`config.mk`:
```
export PLATFORM = sky130hd
export DESIGN_NAME = led_strip_driver
export DESIGN_NICKNAME = d
export VERILOG_FILES = /design/src/rtl/led_strip_pkg.sv /design/src/rtl/led_bit_timer.sv /design/src/rtl/led_strip_driver.sv
export SDC_FILE = /design/constraint.sdc
export NUM_CORES = 1
export LEC_CHECK = 0
export ABC_AREA = 1
export CORE_MARGIN = 8
export CORE_UTILIZATION = 55
export CTS_CLUSTER_DIAMETER = 120
export CTS_CLUSTER_SIZE = 30
export DETAILED_ROUTE_END_ITERATION = 6
export PLACE_DENSITY = 0.86
export SLEW_MARGIN = 20
export SYNTH_ARGS = -nofsm -noshare
export SYNTH_HDL_FRONTEND = slang
export SYNTH_SLANG_ARGS = --single-unit
```
`constraint.sdc`:
```
create_clock -name clk -period 2.1 [get_ports clk]
set_input_delay 0.525 -clock clk [delete_from_list [all_inputs] [get_ports clk]]
set_output_delay 0.525 -clock clk [all_outputs]
set_load 0.01 [all_outputs]
```
`src/rtl/led_strip_pkg.sv`:
```
// Shared definitions for the multi-channel WS2812-style LED strip driver:
// FSM state type, default timing constants and a width helper.
package led_strip_pkg;

  typedef enum logic [1:0] {
    ST_IDLE   = 2'd0,
    ST_BIT_HI = 2'd1,
    ST_BIT_LO = 2'd2,
    ST_LATCH  = 2'd3
  } state_t;

  // Defaults assume a 25 MHz clock.
  localparam int DEF_CHANNELS      = 2;
  localparam int DEF_LED_CNT       = 3;
  localparam int DEF_BYTES_PER_LED = 3;
  localparam int DEF_T0H_CYC       = 10;
  localparam int DEF_T1H_CYC       = 20;
  localparam int DEF_TBIT_CYC      = 31;
  localparam int DEF_RESET_CYC     = 1250;

  function automatic int clog2(input int v);
    int r;
    r = 0;
    for (int p = 1; p < v; p = p * 2) r = r + 1;
    return r;
  endfunction

  // Minimum width of one bit so single-entry ranges still yield legal vectors.
  function automatic int idx_w(input int v);
    return (clog2(v) < 1) ? 1 : clog2(v);
  endfunction

endpackage

```
`src/rtl/led_bit_timer.sv`:
```
// Shared bit-phase counter for all strip channels; emits strobes on the last
// cycle of the '0' high time, the '1' high time and the whole bit period.
module led_bit_timer
  import led_strip_pkg::*;
#(
  parameter int T0H_CYC  = DEF_T0H_CYC,
  parameter int T1H_CYC  = DEF_T1H_CYC,
  parameter int TBIT_CYC = DEF_TBIT_CYC
) (
  input  logic clk,
  input  logic reset,
  input  logic i_run,
  output logic o_hi_end0,
  output logic o_hi_end1,
  output logic o_bit_end
);

  localparam int PW = idx_w(TBIT_CYC);

  logic [PW-1:0] r_phase;

  always_ff @(posedge clk) begin
    if (reset || !i_run || o_bit_end) r_phase <= '0;
    else                              r_phase <= r_phase + PW'(1);
  end

  assign o_hi_end0 = i_run && (r_phase == PW'(T0H_CYC - 1));
  assign o_hi_end1 = i_run && (r_phase == PW'(T1H_CYC - 1));
  assign o_bit_end = i_run && (r_phase == PW'(TBIT_CYC - 1));

endmodule

```
`src/rtl/led_strip_driver.sv`:
```
// Multi-channel WS2812-style serial LED driver with banked frame buffer.
// Optional macro LED_STRIP_BRIGHTNESS_EN adds a global brightness_i scaler.
module led_strip_driver
  import led_strip_pkg::*;
#(
  parameter int CHANNELS      = DEF_CHANNELS,
  parameter int LED_CNT       = DEF_LED_CNT,
  parameter int BYTES_PER_LED = DEF_BYTES_PER_LED,
  parameter int T0H_CYC       = DEF_T0H_CYC,
  parameter int T1H_CYC       = DEF_T1H_CYC,
  parameter int TBIT_CYC      = DEF_TBIT_CYC,
  parameter int RESET_CYC     = DEF_RESET_CYC,
  localparam int CH_BYTES     = LED_CNT * BYTES_PER_LED,
  localparam int CH_W         = idx_w(CHANNELS),
  localparam int IDX_W        = idx_w(CH_BYTES)
) (
  input  logic                clk,
  input  logic                reset,
  input  logic                wr_en_i,
  output logic                wr_ready_o,
  input  logic [CH_W-1:0]     wr_ch_i,
  input  logic [IDX_W-1:0]    wr_idx_i,
  input  logic [7:0]          wr_data_i,
`ifdef LED_STRIP_BRIGHTNESS_EN
  input  logic [7:0]          brightness_i,
`endif
  input  logic                start_i,
  output logic                busy_o,
  output logic                done_o,
  output logic [CHANNELS-1:0] led_o
);

  localparam int LW = idx_w(RESET_CYC);

  state_t           r_state, w_next;
  logic [7:0]       r_buf   [CHANNELS][CH_BYTES];
  logic [7:0]       r_shift [CHANNELS];
  logic [2:0]       r_bit;
  logic [IDX_W-1:0] r_byte;
  logic [LW-1:0]    r_latch;
  logic             r_load, r_hi1, r_done;
  logic             w_run, w_hi_end0, w_hi_end1, w_bit_end;
  logic             w_last_byte, w_last_bit, w_latch_end;
  logic             w_ch_ok, w_idx_ok, w_wr, w_fetch;
  logic [IDX_W-1:0] w_fetch_idx;

`ifdef LED_STRIP_BRIGHTNESS_EN
  logic [7:0] r_bright;

  always_ff @(posedge clk) begin
    if (r_state == ST_IDLE && start_i) r_bright <= brightness_i;
  end

  function automatic logic [7:0] send_byte(input logic [7:0] d, input logic [7:0] b);
    logic [15:0] p;
    p = 16'(d) * (16'(b) + 16'd1);
    return p[15:8];
  endfunction
`else
  function automatic logic [7:0] send_byte(input logic [7:0] d, input logic [7:0] b);
    return d | (b & 8'h00);
  endfunction

  logic [7:0] r_bright;
  assign r_bright = 8'hFF;
`endif

  led_bit_timer #(
    .T0H_CYC  (T0H_CYC),
    .T1H_CYC  (T1H_CYC),
    .TBIT_CYC (TBIT_CYC)
  ) u_timer (
    .clk       (clk),
    .reset     (reset),
    .i_run     (w_run),
    .o_hi_end0 (w_hi_end0),
    .o_hi_end1 (w_hi_end1),
    .o_bit_end (w_bit_end)
  );

  // A fully populated index space has no out-of-range codes to filter.
  if (CHANNELS == (1 << CH_W)) begin : g_ch_full
    assign w_ch_ok = 1'b1;
  end else begin : g_ch_part
    assign w_ch_ok = (wr_ch_i < CH_W'(CHANNELS));
  end
  if (CH_BYTES == (1 << IDX_W)) begin : g_idx_full
    assign w_idx_ok = 1'b1;
  end else begin : g_idx_part
    assign w_idx_ok = (wr_idx_i < IDX_W'(CH_BYTES));
  end

  assign w_run       = (r_state == ST_BIT_HI) || (r_state == ST_BIT_LO);
  assign w_last_byte = (r_byte == IDX_W'(CH_BYTES - 1));
  assign w_last_bit  = w_last_byte && (r_bit == 3'd7);
  assign w_latch_end = (r_latch == LW'(RESET_CYC - 1));
  assign w_wr        = wr_en_i && wr_ready_o && w_ch_ok && w_idx_ok;
  assign w_fetch     = r_load || (w_bit_end && (r_bit == 3'd7) && !w_last_byte);
  assign w_fetch_idx = r_load ? '0 : (w_last_byte ? r_byte : r_byte + IDX_W'(1));

  always_comb begin
    w_next     = r_state;
    busy_o     = 1'b1;
    wr_ready_o = 1'b0;
    unique case (r_state)
      ST_IDLE: begin
        busy_o     = 1'b0;
        wr_ready_o = 1'b1;
        if (start_i) w_next = ST_BIT_HI;
      end
      ST_BIT_HI: if (w_hi_end0) w_next = ST_BIT_LO;
      ST_BIT_LO: if (w_bit_end) w_next = w_last_bit ? ST_LATCH : ST_BIT_HI;
      ST_LATCH:  if (w_latch_end) w_next = ST_IDLE;
      default:   w_next = ST_IDLE;
    endcase
  end

  always_ff @(posedge clk) begin
    if (reset) begin
      r_state <= ST_IDLE;
      r_bit   <= '0;
      r_byte  <= '0;
      r_latch <= '0;
      r_load  <= 1'b0;
      r_hi1   <= 1'b0;
      r_done  <= 1'b0;
    end else begin
      r_state <= w_next;
      r_done  <= (r_state == ST_LATCH) && w_latch_end;
      // First byte is loaded one cycle late so a write on the start cycle is seen.
      r_load  <= (r_state == ST_IDLE) && start_i;
      if (r_state == ST_IDLE) begin
        r_bit  <= '0;
        r_byte <= '0;
      end else if (w_bit_end) begin
        r_bit <= r_bit + 3'd1;
        if (r_bit == 3'd7 && !w_last_byte) r_byte <= r_byte + IDX_W'(1);
      end
      if (r_state == ST_LATCH) r_latch <= r_latch + LW'(1);
      else                     r_latch <= '0;
      if (w_hi_end1 || !w_run)                     r_hi1 <= 1'b0;
      else if (r_state == ST_BIT_HI && w_hi_end0)  r_hi1 <= 1'b1;
    end
  end

  always_ff @(posedge clk) begin
    if (reset) begin
      for (int c = 0; c < CHANNELS; c++)
        for (int i = 0; i < CH_BYTES; i++)
          r_buf[c][i] <= '0;
    end else if (w_wr) begin
      r_buf[wr_ch_i][wr_idx_i] <= wr_data_i;
    end
  end

  always_ff @(posedge clk) begin
    for (int c = 0; c < CHANNELS; c++) begin
      if (w_fetch)        r_shift[c] <= send_byte(r_buf[c][w_fetch_idx], r_bright);
      else if (w_bit_end) r_shift[c] <= {r_shift[c][6:0], 1'b0};
    end
  end

  // Lines share the common '0' high time; '1' bits extend into BIT_LO.
  always_comb begin
    led_o = '0;
    for (int c = 0; c < CHANNELS; c++)
      led_o[c] = (r_state == ST_BIT_HI) ||
                 ((r_state == ST_BIT_LO) && r_hi1 && r_shift[c][7]);
  end

  assign done_o = r_done;

endmodule
```
==> qor.csv, run 1 <==
stage;metric;value;unit
flow_run;maximum capacitance violations;0;
clocking;H-tree Lvls;4;
layout;# nets final;1036;
critical_path;Crit. End Element;flop;
power;sw frac;0.284;
critical_path;most numerous cell on the critical path;nand2_1;
yosys;mux contribution to synthesized area;0;
critical_path;Req. time, crit path;2390;ps
floorplanning;I/O pin cnt;22;
power;Gate power share;0.195;
route;met3 WL;2330;um
route;ANT nets after route;0;
yosys;Synth Area in Simple Gates;0.270;
sta;Pins Over Slew Limit;0;
critical_path;Levels on crit path;15;
sta;unrepaired setup endpoints after global routing;true;
sta;Tmin final;2120;ps
layout;fin cells;1234;
floorplanning;row cnt;46;
critical_path;WP data arrival;2420;ps
yosys;EDFF count, synth;159;
power;Seq pwr share;0.479;
yosys;register bit total from synthesis;188;
route;top layer in use;met4;
run_status;failing checks;setup timing;
yosys;top-area cell type share of the netlist area;0.548;
global_route;first-pass GRT wire length;33500;um
sta;maximum clock rate;471;MHz
power;Switch Pwr;2.71;mW
clocking;cts bufs inserted;17;
route;Routed WL;22500;um
yosys;Mapped Cells;923;
critical_path;Critical Path Start Type;flop;
critical_path;crit path launch;r_byte[1];
layout;Area Overhead vs Synth;23.7;%
yosys;Syn Nets;954;
sta;final setup TNS;-63.3;ps
min_path;WHS Path Cells;2;
critical_path;Slowest cell on crit path;dfxtp_2;
min_path;worst min-delay path class;reg -> reg;
floorplanning;Core Box Area;15700;um^2
critical_path;cells along the critical path;inv_2 > ha_4 > nand2_1 > nor2_2 > nand2_2 > nand2_2 > nor2_4 > buf_4 > buf_12 > nand2_1 > nand2_1 > nand2_1 > nand3_2 > nand3_2 > a21oi_2;
route;Via-to-Cell Ratio;5.72;
floorplanning;Initial Utilization;0.555;
yosys;post-synth cell types;34;
yosys;most common cell in the netlist;nand2_1;
global_route;largest net degree at the start of global routing;48;
floorplanning;Chip Height;142;um
placed_design;PortBufs;21;
yosys;main combinational cell family by area after synthesis;simple AND/OR/NAND/NOR gates;
sta;worst slew pin tran;569;ps
power;Pint;6.82;mW
placed_design;routability cong.;0.887;
critical_path;CP Max Fanout;9;
sta;final worst path period share;1.01;
yosys;top area cells in the synthesized netlist;edfxtp_1 55%, nand2_1 9.6%, nand3_1 7.0%;
run_status;status;finished with violations;
critical_path;Worst path top cell family by delay;simple AND/OR/NAND/NOR gates;
critical_path;crit-path max cell delay;350;ps
yosys;Adder-Cell Fraction of Synth Area;0.0201;
critical_path;Bufs and invs on worst path;3;
clocking;Hold-fix buffers, CTS;0;
yosys;syn_area_per_cell;9.44;um^2
sta;Final Setup Violations;3;
yosys;Synth async-reset ratio;0;
clocking;clock root buffer master;clkbuf_16;
layout;share of cells above drive strength 1;0.229;
global_route;GRT overflow;0;
route;DRT iter0 DRCs;822;
clocking;CTS tree;done;
yosys;Mapped Area;8710;um^2
power;total power;9.53;mW
power;maximum vdd drop;0.654;mV
critical_path;Reg2Reg Depth;15;
route;wire per inst;18.3;um
clocking;CTS sink cnt;188;
route;routed wl met2;11100;um
placed_design;placed cell count;1191;
sta;Setup WS post-layout;-24.8;ps
clocking;Max clock buf depth;2;
sta;Rel. slew slack;0.619;
route;DR DRC count;0;
layout;Final Util;0.686;
route;First-pass DRT Iterations;7;
power;clock network power share;0.326;
route;vias;7064;
floorplanning;DIE AREA;20100;um^2
global_route;via count of the first global-routing pass;6746;
sta;Final Hold Violating Endpoints;0;
yosys;post-synthesis compound-gate area fraction;0.0345;
critical_path;Setup CP Type;reg -> reg;
floorplanning;Die Span X;142;um
power;LEAKAGE;4.37;nW
global_route;initial antenna violation count;0;
min_path;hold_sp;r_bit[0];
yosys;Synth area leader;edfxtp_1;
yosys;Ys Warns;0;
layout;n_diodes;0;
clocking;Clock Latency Late Sink;450;ps
placed_design;detailed placement HPWL;14100;um
yosys;main flop type after synthesis;edfxtp_1;
yosys;sequential area share after synthesis;0.615;
yosys;top cells by count, synth;222 x nand2_1, 159 x edfxtp_1, 137 x nor2_1;
power;power density over the cells;884;nW/um^2
sta;Fin Clk Skew;13.2;ps
global_route;GRT Util Overall;0.216;
critical_path;reg2reg start;r_byte[1];
yosys;Synth Area in XOR/XNOR;0.00302;
placed_design;pre-CTS setup slack;-453;ps
route;WL met1;8330;um
clocking;Clock Pin Slew Worst Setup and Hold Paths;60;ps
## cell type report
cell class                      count  area, um^2
Fill cell                        1066        4940
Clock buffer                       18         429
Tap cell                          216         270
Multi-Input combinational cell    611        3220
Clock inverter                     14         130
Timing Repair Buffer              102        1030
Sequential cell                   188        5360
Inverter                           85         334
## layer usage
metal  vias to the layer above  global-route usage
li1                       3256                   -
met1                      3285               0.266
met2                       454               0.355
met3                        69              0.0521
met4                         0              0.0978
met5                         -                   0
## timing repair
item	in CTS	in global routing
resized for setup	8	89
endpoints found under the setup margin	29	210
pin swaps	0	18
buffers inserted	0	8
cloned	0	3
## metrics by stage
stage	hold WS (ps)	cell area, um^2
6_report	482	10800
3_3_place_gp	450	9730
4_1_cts	479	10300
3_5_place_dp	466	9730
2_1_floorplan	433	8780
5_1_grt	499	10800
## worst min-delay path, delay by kind of cell, from the launching register on
kind	cells	cell delay (ps)
compound gates	1	60
buf+inv	1	70
flops	1	310
## registers in the layout, indices dropped and copies added (netlist names)
| name | count |
|---|---|
| done_o | 1 |
| r_bit | 3 |
| r_load | 1 |
| r_hi1 | 1 |
| r_shift | 16 |
| r_byte | 4 |
| r_state | 2 |
| r_latch | 11 |
| u_timer.r_phase | 5 |
| r_buf | 144 |
## placed cells by master, fill, tap and decap left out, types with 2 or more instances in the layout
cell type / synthesis / layout
clkbuf_16: 0 / 19
a21oi_1: 27 / 19
buf_4: 2 / 59
dlymetal6s2s_1: 0 / 2
a21oi_2: 0 / 8
clkdlybuf4s50_1: 0 / 16
dlygate4sd2_1: 0 / 2
inv_2: 9 / 12
clkinv_1: 0 / 2
nor3_1: 17 / 14
buf_12: 0 / 11
nand3_2: 6 / 43
ha_1: 14 / 10
buf_6: 1 / 8
ha_2: 0 / 2
dfxtp_1: 29 / 25
ha_4: 0 / 2
nand2_4: 1 / 4
inv_4: 2 / 4
inv_8: 0 / 2
edfxtp_1: 159 / 159
nand4_1: 16 / 16
inv_6: 0 / 5
o21ai_0: 12 / 12
dfxtp_2: 0 / 4
nand3_1: 122 / 84
clkinv_4: 0 / 2
inv_1: 74 / 68
nor2_2: 9 / 18
nand2_1: 222 / 210
xor2_1: 3 / 3
clkinv_2: 0 / 2
nor2_4: 5 / 8
a31oi_1: 3 / 3
nor3_2: 0 / 3
nor2_1: 137 / 125
nand2_2: 1 / 10
o21ai_1: 8 / 7
## logic make-up (layout without fill, tap and decap cells)
kind of cell / Yosys count / count (layout)
AO/OA/AOI/OAI: 55 / 55
XOR/XNOR: 3 / 3
adder cells (fa/ha/maj): 14 / 14
buffers and inverters: 124 / 219
flip-flops: 188 / 188
AND/OR/NAND/NOR: 539 / 539
## power by group through the flow
stage | Clock (mW) | Combinational, mW | Sequential [mW]
4_1_cts | 3.10 | 1.59 | 4.55
6_report | 3.11 | 1.86 | 4.56
3_5_place_dp | 0 | 1.58 | 4.63
5_1_grt | 3.27 | 2.00 | 4.59
3_3_place_gp | 0 | 1.54 | 4.62
2_1_floorplan | 0 | 0.932 | 4.61
## path summary, 6_finish.rpt
check	endpoint	slack [ps]
worst max register to register	r_shift[0][2]	-20
worst min register to register	r_bit[0]	480
worst min-delay path	r_bit[0]	480
worst max-delay path	r_shift[0][2]	-20
No activity file was read; power rests on OpenSTA's default activity.
==> run 2, diff against run 1 <==
- MAX_ROUTING_LAYER: not set -> met4
==> qor.csv, run 2 (synthesized netlist as in run 1, its figures left out) <==
stage;metric;value;unit;change
route;vias;7121;;was 7064
sta;Tmin final;2100;ps;was 2120 ps
route;routed wl met2;11000;um;was 11100 um
route;ANT nets after route;0;;unchanged
route;met3 WL;2510;um;was 2330 um
layout;share of cells above drive strength 1;0.216;;was 0.229
critical_path;WP data arrival;2390;ps;was 2420 ps
floorplanning;row cnt;46;;unchanged
placed_design;detailed placement HPWL;13800;um;was 14100 um
sta;worst slew pin tran;749;ps;was 569 ps
route;First-pass DRT Iterations;7;;unchanged
clocking;H-tree Lvls;4;;unchanged
power;power density over the cells;904;nW/um^2;was 884 nW/um^2
global_route;first-pass GRT wire length;32800;um;was 33500 um
floorplanning;Initial Utilization;0.555;;unchanged
placed_design;routability cong.;0.944;;was 0.887
sta;Setup WS post-layout;-1.28;ps;was -24.8 ps
floorplanning;DIE AREA;20100;um^2;unchanged
placed_design;placed cell count;1190;;was 1191
min_path;worst min-delay path class;reg -> reg;;unchanged
run_status;status;finished with violations;;unchanged
sta;Final Hold Violating Endpoints;0;;unchanged
critical_path;CP Max Fanout;9;;unchanged
route;Via-to-Cell Ratio;5.78;;was 5.72
run_status;failing checks;DRC, setup timing;;was setup timing
critical_path;cells along the critical path;inv_2 > ha_4 > nand2_1 > nor2_2 > nand2_2 > nand2_2 > nor2_4 > buf_12 > buf_6 > nand2_1 > nand2_1 > nand2_1 > nand3_1 > nand3_1 > a21oi_1;;was inv_2 > ha_4 > nand2_1 > nor2_2 > nand2_2 > nand2_2 > nor2_4 > buf_4 > buf_12 > nand2_1 > nand2_1 > nand2_1 > nand3_2 > nand3_2 > a21oi_2
route;DR DRC count;1;;was 0
critical_path;most numerous cell on the critical path;nand2_1;;unchanged
layout;Area Overhead vs Synth;23.8;%;was 23.7%
critical_path;Setup CP Type;reg -> reg;;unchanged
power;LEAKAGE;4.40;nW;was 4.37 nW
placed_design;pre-CTS setup slack;-434;ps;was -453 ps
layout;commonest non-fill, non-tap cells in the layout;211 x nand2_1, 159 x edfxtp_1, 130 x nor2_1;;was 210 x nand2_1, 159 x edfxtp_1, 125 x nor2_1
sta;final worst path period share;1.00;;was 1.01
critical_path;Worst path top cell family by delay;simple AND/OR/NAND/NOR gates;;unchanged
clocking;Hold-fix buffers, CTS;0;;unchanged
route;Routed WL;22500;um;about the same
critical_path;Bufs and invs on worst path;3;;unchanged
critical_path;Req. time, crit path;2390;ps;about the same
clocking;CTS tree;done;;unchanged
clocking;cts bufs inserted;17;;unchanged
clocking;Max clock buf depth;2;;unchanged
clocking;clock root buffer master;clkbuf_16;;unchanged
critical_path;Slowest cell on crit path;dfxtp_4;;was dfxtp_2
layout;fin cells;1232;;was 1234
critical_path;Critical Path Start Type;flop;;unchanged
layout;most flop-heavy register;r_buf;;unchanged
layout;finished layout cell area;10800;um^2;about the same
placed_design;placed cell areas;9730;um^2;about the same
power;maximum vdd drop;0.641;mV;was 0.654 mV
floorplanning;Chip Height;142;um;unchanged
layout;# nets final;1034;;was 1036
route;DRT iter0 DRCs;836;;was 822
global_route;GRT overflow;0;;unchanged
sta;Pins Over Slew Limit;0;;unchanged
global_route;GRT Util Overall;0.217;;was 0.216
floorplanning;Die Span X;142;um;unchanged
sta;unrepaired setup endpoints after global routing;true;;unchanged
layout;n_diodes;0;;unchanged
route;wire per inst;18.3;um;about the same
layout;most common cell after layout, fill and taps aside;nand2_1;;unchanged
layout;largest registers;r_buf: 144 flops, r_shift: 16 flops, r_latch: 11 flops;;unchanged
clocking;Clock Pin Slew Worst Setup and Hold Paths;70;ps;was 60 ps
flow_run;maximum capacitance violations;0;;unchanged
placed_design;PortBufs;21;;unchanged
sta;Final Setup Violations;1;;was 3
global_route;initial antenna violation count;0;;unchanged
layout;# fillers;1030;;was 1066
global_route;largest net degree at the start of global routing;48;;unchanged
floorplanning;I/O pin cnt;22;;unchanged
global_route;via count of the first global-routing pass;6594;;was 6746
clocking;Clock Latency Late Sink;450;ps;about the same
route;top layer in use;met4;;unchanged
critical_path;crit-path max cell delay;370;ps;was 350 ps
sta;hold_ws;472;ps;was 482 ps
critical_path;Crit. End Element;flop;;unchanged
sta;final setup TNS;-1.28;ps;was -63.3 ps
sta;Rel. slew slack;0.499;;was 0.619
route;WL met1;8170;um;was 8330 um
floorplanning;Core Box Area;15700;um^2;unchanged
layout;max FFs per register;144;;unchanged
sta;maximum clock rate;476;MHz;was 471 MHz
sta;Fin Clk Skew;6.87;ps;was 13.2 ps
clocking;CTS sink cnt;188;;unchanged
-- run 2: stage by stage --
step           utilization  total power [mW]
2_1_floorplan            -              5.54
3_3_place_gp         0.619              6.15
3_5_place_dp         0.619              6.21
4_1_cts              0.659              9.49
5_1_grt              0.686              10.1
6_report             0.686              9.75
-- run 2: final cells by class --
cell class / count / area (um^2) / share of cell area
well taps: 216 / 270 / 0.0251
flip-flops and latches: 188 / 5360 / 0.497
clock inverters: 15 / 194 / 0.0180
multi-input cells: 611 / 3160 / 0.293
inverters: 85 / 332 / 0.0307
clock buffers: 17 / 425 / 0.0394
repair buffers: 100 / 1040 / 0.0963
-- run 2: report_power, final --
part           switching (mW)  internal [mW]
clock                    1.54           1.83
sequential              0.122           4.44
combinational            1.12          0.701
total                    2.78           6.96
-- run 2: repair_timing --
action | 4_1_cts | 5_1_grt
cloned | 0 | 4
buffers inserted | 0 | 6
setup endpoints to repair | 25 | 289
resized for setup | 13 | 74
pin swaps | 0 | 16
hold endpoints to repair | 0 | 0
-- run 2: worst register-to-register path, delay by kind of cell, from the launching register on --
family / cells / cell delay [ps]
flops: 1 / 370
compound gates: 1 / 160
fa+ha+maj: 1 / 150
simple gates: 10 / 910
buf+inv: 3 / 370
-- run 2: final timing paths --
kind,start,to,slack (ps),cells past startpoint
worst max-delay path,r_byte[0],r_shift[0][6],-1,15
worst min-delay path,r_shift[1][0],r_shift[1][0],470,2
worst max register to register,r_byte[0],r_shift[0][6],-1,15
worst min register to register,r_shift[1][0],r_shift[1][0],470,2
-- run 2: per-layer routing --
layer | global-route usage | up-vias
li1 | - | 3246
met1 | 0.262 | 3275
met2 | 0.345 | 509
met3 | 0.0528 | 91
met4 | 0.0910 | 0
met5 | - | -
==> run 3, diff against run 2 <==
- HOLD_SLACK_MARGIN: not set -> 0.06
==> results of run 3 <==
The final DEF is identical to that of run 2; final timing and power are the same.
